`config.mk`:
```
export PLATFORM = sky130hd
export DESIGN_NAME = cl_memdut_scrubber
export DESIGN_NICKNAME = d
export VERILOG_FILES = /design/src/rtl/cl_memdut_scrubber.sv
export SDC_FILE = /design/constraint.sdc
export NUM_CORES = 1
export LEC_CHECK = 0
export CAP_MARGIN = 10
export CORE_AREA = 2 2 306 308
export CTS_BUF_LIST = sky130_fd_sc_hd__clkbuf_2
export CTS_CLUSTER_SIZE = 8
export DETAILED_ROUTE_END_ITERATION = 10
export DIE_AREA = 0 0 308 310
export PLACE_DENSITY = 0.45
export SYNTH_ARGS = -nofsm -noshare
export SYNTH_HDL_FRONTEND = slang
export SYNTH_SLANG_ARGS = --single-unit
```
`constraint.sdc`:
```
create_clock -name clk -period 6.7 [get_ports clk]
set_clock_uncertainty 0.15 [all_clocks]
set_input_delay 1.675 -clock clk [delete_from_list [all_inputs] [get_ports clk]]
set_output_delay 1.675 -clock clk [all_outputs]
set_load 0.02 [all_outputs]
```
`src/rtl/cl_memdut_scrubber.sv`:
```
// cl_memdut_scrubber: zero-fills DDR [0, MAX_ADDR) with AXI write bursts; define SCRB_ERR_STOP_EN to stop on a bad bresp.
module cl_memdut_scrubber #(
  parameter int DATA_WIDTH = 512,
  parameter int ID_WIDTH = 16,
  parameter int ADDR_WIDTH = 64,
  parameter int BURST_LEN = 64,
  parameter int SCRB_ID = 0,
  parameter logic [ADDR_WIDTH-1:0] MAX_ADDR = ADDR_WIDTH'(64'h4_0000_0000)
) (
  input  logic                    clk,
  input  logic                    rst,
  input  logic                    scrb_enable,
  output logic [ADDR_WIDTH-1:0]   scrb_addr,
  output logic [2:0]              scrb_state,
  output logic                    scrb_done,
  output logic [ID_WIDTH-1:0]     awid,
  output logic [ADDR_WIDTH-1:0]   awaddr,
  output logic [7:0]              awlen,
  output logic [2:0]              awsize,
  output logic                    awvalid,
  input  logic                    awready,
  output logic [ID_WIDTH-1:0]     wid,
  output logic [DATA_WIDTH-1:0]   wdata,
  output logic [DATA_WIDTH/8-1:0] wstrb,
  output logic                    wlast,
  output logic                    wvalid,
  input  logic                    wready,
  input  logic [ID_WIDTH-1:0]     bid,
  input  logic [1:0]              bresp,
  input  logic                    bvalid,
  output logic                    bready
);
  localparam logic [2:0] IDLE = 3'd0, ADDR = 3'd1, DATA = 3'd2, RESP = 3'd3, DONE = 3'd4, ERR = 3'd5;
  localparam logic [ADDR_WIDTH-1:0] BURST_BYTES = ADDR_WIDTH'(BURST_LEN * DATA_WIDTH / 8);
  localparam logic [7:0] LAST_BEAT = 8'(BURST_LEN - 1);

  if (MAX_ADDR == '0 || BURST_LEN < 1 || BURST_LEN > 256) begin : g_bad_cfg
    $error("cl_memdut_scrubber: MAX_ADDR must be nonzero and BURST_LEN within 1..256");
  end

  logic [2:0] state;
  logic [7:0] beat;
  logic [ADDR_WIDTH-1:0] next_addr;
  logic b_err, unused;

`ifdef SCRB_ERR_STOP_EN
  assign b_err = |bresp;
  assign unused = ^bid;
`else
  assign b_err = 1'b0;
  assign unused = ^{bid, bresp};
`endif

  assign next_addr = scrb_addr + BURST_BYTES;
  assign scrb_state = state;
  assign scrb_done = state == DONE || state == ERR;
  assign awid = ID_WIDTH'(SCRB_ID);
  assign wid = ID_WIDTH'(SCRB_ID);
  assign awaddr = scrb_addr;
  assign awlen = LAST_BEAT;
  assign awsize = 3'($clog2(DATA_WIDTH / 8));
  assign awvalid = state == ADDR;
  assign wvalid = state == DATA;
  assign wdata = '0;
  assign wstrb = '1;
  assign wlast = wvalid && beat == LAST_BEAT;
  assign bready = state == RESP;

  always_ff @(posedge clk) begin
    if (rst) begin
      state <= IDLE;
      scrb_addr <= '0;
      beat <= '0;
    end else begin
      case (state)
        IDLE: if (scrb_enable) begin
          state <= ADDR;
          scrb_addr <= '0;
        end
        ADDR: if (awready) begin
          state <= DATA;
          beat <= '0;
        end
        DATA: if (wready) begin
          beat <= beat + 8'd1;
          if (wlast) state <= RESP;
        end
        RESP: if (bvalid) begin
          if (b_err) state <= ERR;
          else begin
            scrb_addr <= next_addr;
            state <= next_addr == MAX_ADDR ? DONE : scrb_enable ? ADDR : IDLE;
          end
        end
        DONE, ERR: if (!scrb_enable) state <= IDLE;
        default: state <= IDLE;
      endcase
    end
  end
endmodule

```
==> results_dict.tcl, run 1 <==
set metrics [dict create \
    reg2reg_depth 8 \
    min_period_ps 4530 \
    cp.required_ps 6990 \
    synth_enable_flop_cells 0 \
    seq_area_frac_synth_pct 12.9 \
    max_freq_mhz 221 \
    die_h_um 310 \
    power_density_nw_per_um2 105 \
    synth_flop_cell "dfxtp_1" \
    wl_met1_mm 13.5 \
    gp_congestion 0.806 \
    die_area_um2 95500 \
    critPathSlowestCell "dfxtp_1" \
    multi_input_area_um2 5510 \
    hold_path.class "flop to flop" \
    antenna_found_initial 4 \
    clock-root-buffer "clkbuf_2" \
    syn_avg_cell_area_um2 7.26 \
    drt-initial-drc-count 448 \
    grt.total_usage_pct 5.40 \
    r2r-end "scrb_state[0]" \
    grt_max_degree 58 \
    finalSetupTns_ps 0 \
    end_kind "flop" \
    yosysMostFrequentCell "buf_4" \
    path_clk_slew_ps 200 \
    drc_errors 0 \
    syn2layout_area_growth_pct -2.31 \
    preCtsSetupSlack_ps 2160 \
    die_w_um 308 \
    routed_wl_mm 28.4 \
    synth_common_cells "buf_4 (695), nand2_1 (91), nor2_1 (67)" \
    max-cap-violations 0 \
    cp.buffers_inverters 0 \
    setup_violations 0 \
    postLayoutSetupSlackWorst_ps 2170 \
    hold_viol 0 \
    whs_path_depth 2 \
    layout.nets 1401 \
    rows 112 \
    r2r-start "awaddr[30]" \
    dp_hpwl_mm 23.1 \
    slew_headroom_pct 38.1 \
    yosys-top-cells-area "buf_4 (53%), dfxtp_1 (13%), nand2_1 (3.5%)" \
    ys_async_sr_fraction_pct 0 \
    io_pins 779 \
    gr-total-overflow 0 \
    clock_sinks 63 \
    critical-path-max-stage-delay_ps 790 \
    critical_path.top_delay_family "simple AND/OR/NAND/NOR gates" \
    yosys.cell_types.count 55 \
    initial_core_util_pct 10.6 \
    register_area_um2 1260 \
    cts_buffers 9 \
    critPathKind "flop to flop" \
    yosysWarnings 0 \
    ctsHoldBuffers 0 \
    syn_inst 1350 \
    synth_seq_cells 63 \
    cts.path.max_buffers 2 \
    design_area_um2 9580 \
    finalCritPeriodShare_pct 67.6 \
    core_area_um2 92500 \
    cts-resized-gates 0 \
    status "completed" \
    routedWlPerCell_um 11.0 \
    route.met2.wl_mm 12.9 \
    vias_per_cell 2.65 \
    drive_above_1_share_pct 2.83 \
    peakVddDrop_v 0.0000528 \
    power.leakage_nw 3.94 \
    fillers 10900 \
    worst_skew_pair.late_latency_ps 590 \
    crit_fanout 12 \
    yosys.area.top_type "buf_4" \
    grt_pass1_wl_mm 37.3 \
    num_vias 6851 \
    hold_ws_ps 383 \
    worstMarginPinSlew_ps 920 \
    wl_met3_mm 1.97 \
    cts_tree "done" \
    total_power_mw 1.01 \
    slew_viol_final 0 \
    dp.cells 2561 \
    first_pass_iters 4 \
    crit_start "awaddr[30]" \
    r2r_slack_ps 2170 \
    cts.htree.levels 3 \
    worstPathArrival_ps 4820 \
    rsz0062_at_grt "no" \
    highest_layer "met4" \
    antenna_left 0 \
    cts_post_setup_buffers_inserted 0 \
    synth.cell_area_um2 9810 \
    fin_util_pct 10.4 \
    holdCritStartpoint "beat[5]" \
    path_cells "nand3_2, or4_1, nor4_1, xnor2_1, nand2_1, or4_1, nor4_1, a21oi_1" \
    port_buffers 117 \
    worstHoldEndpoint "beat[5]" \
    critPathLaunchType "flop" \
    fin_cells 2581 \
    synth_top_area_share_pct 53.2 \
    post_dp_cell_area_um2 9490 \
    grt_pass1_vias 5164 \
]
sequential cells by signal (all words and copies together), names as in the netlist:
signal	flops
scrb_state	3
beat	8
awaddr	52
logic make-up after synthesis:
group                    Yosys count  share of synthesized area, %
other                              2                        0.0766
XOR/XNOR                          32                          2.86
adder cells (fa/ha/maj)            2                         0.255
flip-flops                        63                          12.9
multiplexers                       8                         0.842
AO/OA/AOI/OAI                    136                          8.41
buffers and inverters            753                          55.6
AND/OR/NAND/NOR                  354                          19.1
layout by cell type (no fill, tap or decap), types with 18 or more instances in the layout:
| cell type | Yosys | routed |
|---|---|---|
| nand3_1 | 27 | 27 |
| nand4_1 | 29 | 29 |
| clkdlybuf4s50_1 | 0 | 116 |
| conb_1 | 2 | 643 |
| nor4_1 | 19 | 19 |
| nand2_1 | 91 | 91 |
| a21oi_1 | 53 | 52 |
| nor3_1 | 23 | 23 |
| dfxtp_1 | 63 | 63 |
| nor2_1 | 67 | 67 |
| and4_1 | 18 | 18 |
| o21ai_0 | 32 | 32 |
metal layers:
metal | vias up | track usage [%]
li1 | 3211 | -
met2 | 426 | 8.11
met5 | - | 0
met3 | 6 | 1.17
met4 | 0 | 0.737
met1 | 3208 | 7.96
worst max-delay path by stage:
| stage | to | slack, ps | depth (start not counted) |
|---|---|---|---|
| floorplan | wlast | 3120 | 3 |
| finish | scrb_state[0] | 2170 | 8 |
| CTS | scrb_state[0] | 2110 | 8 |
| global route | scrb_state[0] | 1780 | 8 |
| global placement | scrb_state[0] | 2240 | 8 |
| detailed placement | scrb_state[0] | 2160 | 8 |
worst register-to-register path, cell delays in order (launching register included):
cell and delay [ps]:
dfxtp_1 790, nand3_2 340, or4_1 740, nor4_1 670, xnor2_1 260, nand2_1 90, or4_1 510, nor4_1 700
a21oi_1 150
where the power goes:
part	total (mW)	internal (mW)	switching, mW	leakage, nW
Clock	0.215	0.0518	0.163	0.0634
Sequential	0.385	0.378	0.00649	0.508
Combinational	0.410	0.0284	0.382	3.37
Total	1.01	0.459	0.551	3.94
layout make-up:
cell class | instances | area share (%)
clock inverter | 4 | 0.235
inverter | 4 | 0.157
antenna | 4 | 0.104
clock buffer | 12 | 0.627
timing repair buffer | 122 | 12.6
multi-input combinational | 1175 | 57.5
tap | 1197 | 15.6
sequential | 63 | 13.2
No activity file was read; power rests on OpenSTA's default activity.
==> inputs of run 2 (changes only) <==
==> constraint.sdc (replaced) <==
create_clock -name clk -period 4.7 [get_ports clk]
set_clock_uncertainty 0.15 [all_clocks]
set_input_delay 1.175 -clock clk [delete_from_list [all_inputs] [get_ports clk]]
set_output_delay 1.175 -clock clk [all_outputs]
set_load 0.02 [all_outputs]
==> run 2 against run 1 <==
  * Clock power up 67%
  * Critical path type unchanged
  * Sequential cell count unchanged
  * Critical path depth up 2
  * Highest routed layer unchanged
  * Utilization up 0.18 points
  * First-iteration DRC count down 11%
  * Final cell count up 0.62%
  * Global-route usage up 0.061 points
  * Count of clock-buffer cells in the layout down 3
==> results_dict.tcl, run 2 (synthesis results as in run 1) <==
set metrics [dict create \
    status "completed" \
    layout.nets 1419 \
    drt-initial-drc-count 397 \
    ctsHoldBuffers 0 \
    cp-endpoint "scrb_state[0]" \
    crit_fanout 10 \
    io_pins 779 \
    routedWlPerCell_um 11.1 \
    grt_max_degree 56 \
    slew_viol_final 0 \
    slew_headroom_pct 37.4 \
    post_dp_cell_area_um2 9630 \
    antenna_left 0 \
    grt_pass1_vias 5137 \
    critPathSlowestCell "dfxtp_1" \
    end_kind "flop" \
    fillers 10900 \
    worstPathArrival_ps 4520 \
    path_clk_slew_ps 180 \
    rsz0062_at_grt "no" \
    initial_core_util_pct 10.6 \
    grt.total_usage_pct 5.46 \
    max_freq_mhz 240 \
    rows 112 \
    cts_buffers 9 \
    cts_tree "done" \
    cp.required_ps 5060 \
    crit_start "awaddr[12]" \
    num_vias 6935 \
    multi_input_area_um2 5510 \
    max-cap-violations 0 \
    path_common_cell "nor4_1" \
    r2r_slack_ps 540 \
    critPathKind "flop to flop" \
    register_area_um2 1260 \
    critPathLaunchType "flop" \
    power.leakage_nw 4.05 \
    critical-path-max-stage-delay_ps 660 \
    layout_common_cells "conb_1 (643), clkdlybuf4s50_1 (116), nand2_1 (91)" \
    grt_pass1_wl_mm 37.3 \
    reg2reg_depth 10 \
    clock_sinks 63 \
    path_cells "ha_1, and3_1, nand4_2, nor4_1, xnor2_1, nand2_1, or4_1, nor4_1, buf_4, a21oi_1" \
    die_area_um2 95500 \
    r2r-start "awaddr[12]" \
    finalCritPeriodShare_pct 88.6 \
    setup_violations 0 \
    cts.path.max_buffers 2 \
    dp_hpwl_mm 23.5 \
    first_pass_iters 5 \
    worstMarginPinSlew_ps 938 \
    hold_path.class "flop to flop" \
    design_area_um2 9750 \
    syn2layout_area_growth_pct -0.587 \
    routed_wl_mm 28.8 \
    worst_skew_pair.late_latency_ps 620 \
    gp_congestion 0.805 \
    drive_above_1_share_pct 4.01 \
    layout_commonest_cell "conb_1" \
    fin_cells 2597 \
    core_area_um2 92500 \
    cts_post_setup_buffers_inserted 0 \
    clock-root-buffer "clkbuf_2" \
    cts.htree.levels 3 \
    cts-resized-gates 0 \
    largest_reg_flops 52 \
    gr-total-overflow 0 \
    die_h_um 310 \
    hold_viol 0 \
    power_density_nw_per_um2 153 \
    drc_errors 0 \
    vias_per_cell 2.67 \
    peakVddDrop_v 0.0000856 \
    dp.cells 2579 \
    antenna_found_initial 3 \
    min_period_ps 4160 \
    port_buffers 117 \
    die_w_um 308 \
    finalSetupTns_ps 0 \
    holdCritStartpoint "beat[5]" \
    r2r-end "scrb_state[0]" \
]
-- run 2: cell count changes in the layout (fill, tap and decap cells not counted), sizes merged --
cell | before | now
clkinv | 4 | 5
clkbuf | 12 | 9
buf | 6 | 24
bufinv | 0 | 1
clkinvlp | 0 | 1
diode | 4 | 2
-- run 2: final cells by class --
cell class	count	share of cell area (%)
antenna	2	0.0513
clock buffer	9	0.462
clock inverter	7	0.655
inverter	4	0.154
multi-input combinational	1175	56.5
sequential	63	12.9
tap	1197	15.4
timing repair buffer	140	13.9
-- run 2: per-layer routing --
layer / global-route usage [%] / wire (um) / share of wire, % / vias to the layer above
met5: 0 / 0 / 0 / -
met2: 8.05 / 13000 / 45 / 446
li1: - / - / - / 3248
met1: 8.08 / 13600 / 47 / 3236
met3: 1.21 / 2140 / 7.4 / 5
met4: 0.930 / 116 / 0.40 / 0
-- run 2: critical path: cells and delay by family, from the launching register on --
family,cells,cell delay [ps]
and+or+nand+nor,6,2410
buffers and inverters,1,210
xor gates and xnor gates,1,250
DFF,1,660
adders and majority gates,1,340
AOI/OAI and AO/OA,1,60
-- run 2: worst min-delay path by stage --
stage | slack, ps | cells after the start | end
after CTS | 400 | 2 | beat[5]
after global placement | 350 | 2 | beat[5]
after global routing | 430 | 2 | beat[1]
after floorplan | 320 | 2 | beat[5]
after detailed placement | 340 | 2 | beat[5]
final | 390 | 2 | beat[5]
-- run 2: through the flow --
step	total power, mW	util (%)	worst slack (ps)	hold slack, ps
after floorplan	1.49	-	1470	322
after global placement	1.13	10.4	601	346
after detailed placement	1.13	10.4	517	344
after CTS	1.52	10.5	443	397
after global routing	1.59	10.5	220	429
final	1.49	10.5	538	388
-- run 2: where the power goes --
part	switching, mW	leakage [nW]	total (mW)	internal (mW)
Sequential	0.00969	0.508	0.549	0.540
Combinational	0.545	3.48	0.586	0.0409
Clock	0.241	0.0667	0.359	0.118
==> inputs of run 3 (changes only) <==
--- a/config.mk
+++ b/config.mk
@@ -6,12 +6,12 @@
 export NUM_CORES = 1
 export LEC_CHECK = 0
 export CAP_MARGIN = 10
-export CORE_AREA = 2 2 306 308
+export CORE_AREA = 5 5 300 302
 export CTS_BUF_LIST = sky130_fd_sc_hd__clkbuf_2
 export CTS_CLUSTER_SIZE = 8
 export DETAILED_ROUTE_END_ITERATION = 10
-export DIE_AREA = 0 0 308 310
-export PLACE_DENSITY = 0.45
+export DIE_AREA = 0 0 305 307
+export PLACE_DENSITY = 0.46
 export SYNTH_ARGS = -nofsm -noshare
 export SYNTH_HDL_FRONTEND = slang
 export SYNTH_SLANG_ARGS = --single-unit
==> run 3 against run 2 <==
  * Register-to-register slack worse by 20 ps
  * Design area decreased by 0.44%
  * Sequential power barely moved
  * Critical path type unchanged
==> results_dict.tcl, run 3 (synthesis results as in run 1) <==
set metrics [dict create \
    fillers 10300 \
    core_area_um2 87400 \
    status "completed" \
    die_area_um2 93600 \
    cts_post_setup_buffers_inserted 0 \
    routed_wl_mm 30.6 \
    drc_errors 0 \
    fin_cells 2568 \
    io_pins 779 \
    crit_fanout 10 \
    whs_path_depth 2 \
    vias_per_cell 2.70 \
    layout_common_cells "conb_1 (643), clkdlybuf4s50_1 (116), nand2_1 (90)" \
    clock-root-buffer "clkbuf_2" \
    r2r-start "awaddr[23]" \
    path_clk_slew_ps 250 \
    layout.nets 1419 \
    antenna_left 0 \
    cts_tree "done" \
    finalSetupTns_ps 0 \
    cp.required_ps 5030 \
    layout_commonest_cell "conb_1" \
    gr-total-overflow 0 \
    r2r_slack_ps 510 \
    worst_skew_pair.late_latency_ps 610 \
    min_period_ps 4190 \
    die_w_um 305 \
    peakVddDrop_v 0.0000771 \
    grt_pass1_wl_mm 40.6 \
    worstPathArrival_ps 4510 \
    multi_input_area_um2 5500 \
    initial_core_util_pct 11.2 \
    setup_violations 0 \
    grt_max_degree 41 \
    die_h_um 307 \
    largest_reg_flops 52 \
    max-cap-violations 0 \
    num_vias 6930 \
    gp_congestion 0.816 \
    routedWlPerCell_um 11.9 \
    finalCritPeriodShare_pct 89.1 \
    end_kind "flop" \
    grt.total_usage_pct 5.72 \
    reg2reg_depth 9 \
    power_density_nw_per_um2 155 \
    rows 109 \
    port_buffers 117 \
    slew_viol_final 0 \
    postLayoutSetupSlackWorst_ps 513 \
    worstMarginPinSlew_ps 870 \
    power.leakage_nw 4.04 \
    total_power_mw 1.51 \
    clock_sinks 63 \
    holdCritStartpoint "beat[5]" \
    hold_path.class "flop to flop" \
    r2r-end "scrb_state[0]" \
    worstHoldEndpoint "beat[5]" \
    syn2layout_area_growth_pct -1.02 \
    max_freq_mhz 239 \
    drive_above_1_share_pct 4.15 \
    critPathKind "flop to flop" \
    register_area_um2 1260 \
    antenna_found_initial 2 \
    grt_pass1_vias 5901 \
    critPathLaunchType "flop" \
    dp_hpwl_mm 25.5 \
    cts.htree.levels 3 \
    hold_ws_ps 388 \
    rsz0062_at_grt "no" \
    preCtsSetupSlack_ps 581 \
    first_pass_iters 5 \
    cts_buffers 9 \
    drt-initial-drc-count 317 \
    ctsHoldBuffers 0 \
    dp.cells 2547 \
    cts-resized-gates 0 \
    hold_viol 0 \
    slew_headroom_pct 42.0 \
    cts.path.max_buffers 2 \
]
## run 3: metal layers
layer | routed length [um] | up-vias | part of all wire, % | global-route usage, %
li1 | - | 3254 | - | -
met1 | 14100 | 3240 | 46 | 8.39
met2 | 14000 | 415 | 46 | 8.84
met3 | 2130 | 21 | 7.0 | 0.833
met4 | 369 | 0 | 1.2 | 1.36
met5 | 0 | - | 0 | 0
## run 3: cell type report
type                       count  area share, %
antenna                        5          0.129
clock buffer                   9          0.464
clock inverter                 7          0.735
inverter                       4          0.155
multi-input combinational   1175           56.7
sequential                    63           13.0
tap                         1165           15.0
timing repair buffer         140           13.8
## run 3: how the worst max path moves through the flow
stage | startpoint | endpoint | slack, ps | cells past startpoint
floorplan | awaddr[25] | scrb_state[0] | 1470 | 10
global placement | awaddr[23] | scrb_state[0] | 640 | 9
detailed placement | awaddr[23] | scrb_state[0] | 580 | 9
CTS | awaddr[23] | scrb_state[0] | 480 | 9
global route | awaddr[23] | scrb_state[0] | 250 | 9
finish | awaddr[23] | scrb_state[0] | 510 | 9
## run 3: power breakdown
| group | switching (mW) | internal, mW |
|---|---|---|
| clock | 0.248 | 0.122 |
| sequential | 0.00965 | 0.540 |
| combinational | 0.550 | 0.0399 |
## run 3: worst max-delay path: stages (launching register included)
cell       delay [ps]
dfxtp_1           660
nand4_1           350
or3_1             550
nor4_1            660
xnor2_1           260
o2111ai_1         180
or4_1             550
nor4_1            430
buf_4             200
a21oi_1            60
## run 3: metrics by stage
stage                     utilization (%)  area (um^2)
after floorplan                         -        12200
after detailed placement             11.0         9580
after global placement               11.0         9580
after global routing                 11.1         9700
after CTS                            11.1         9690
final                                11.1         9710
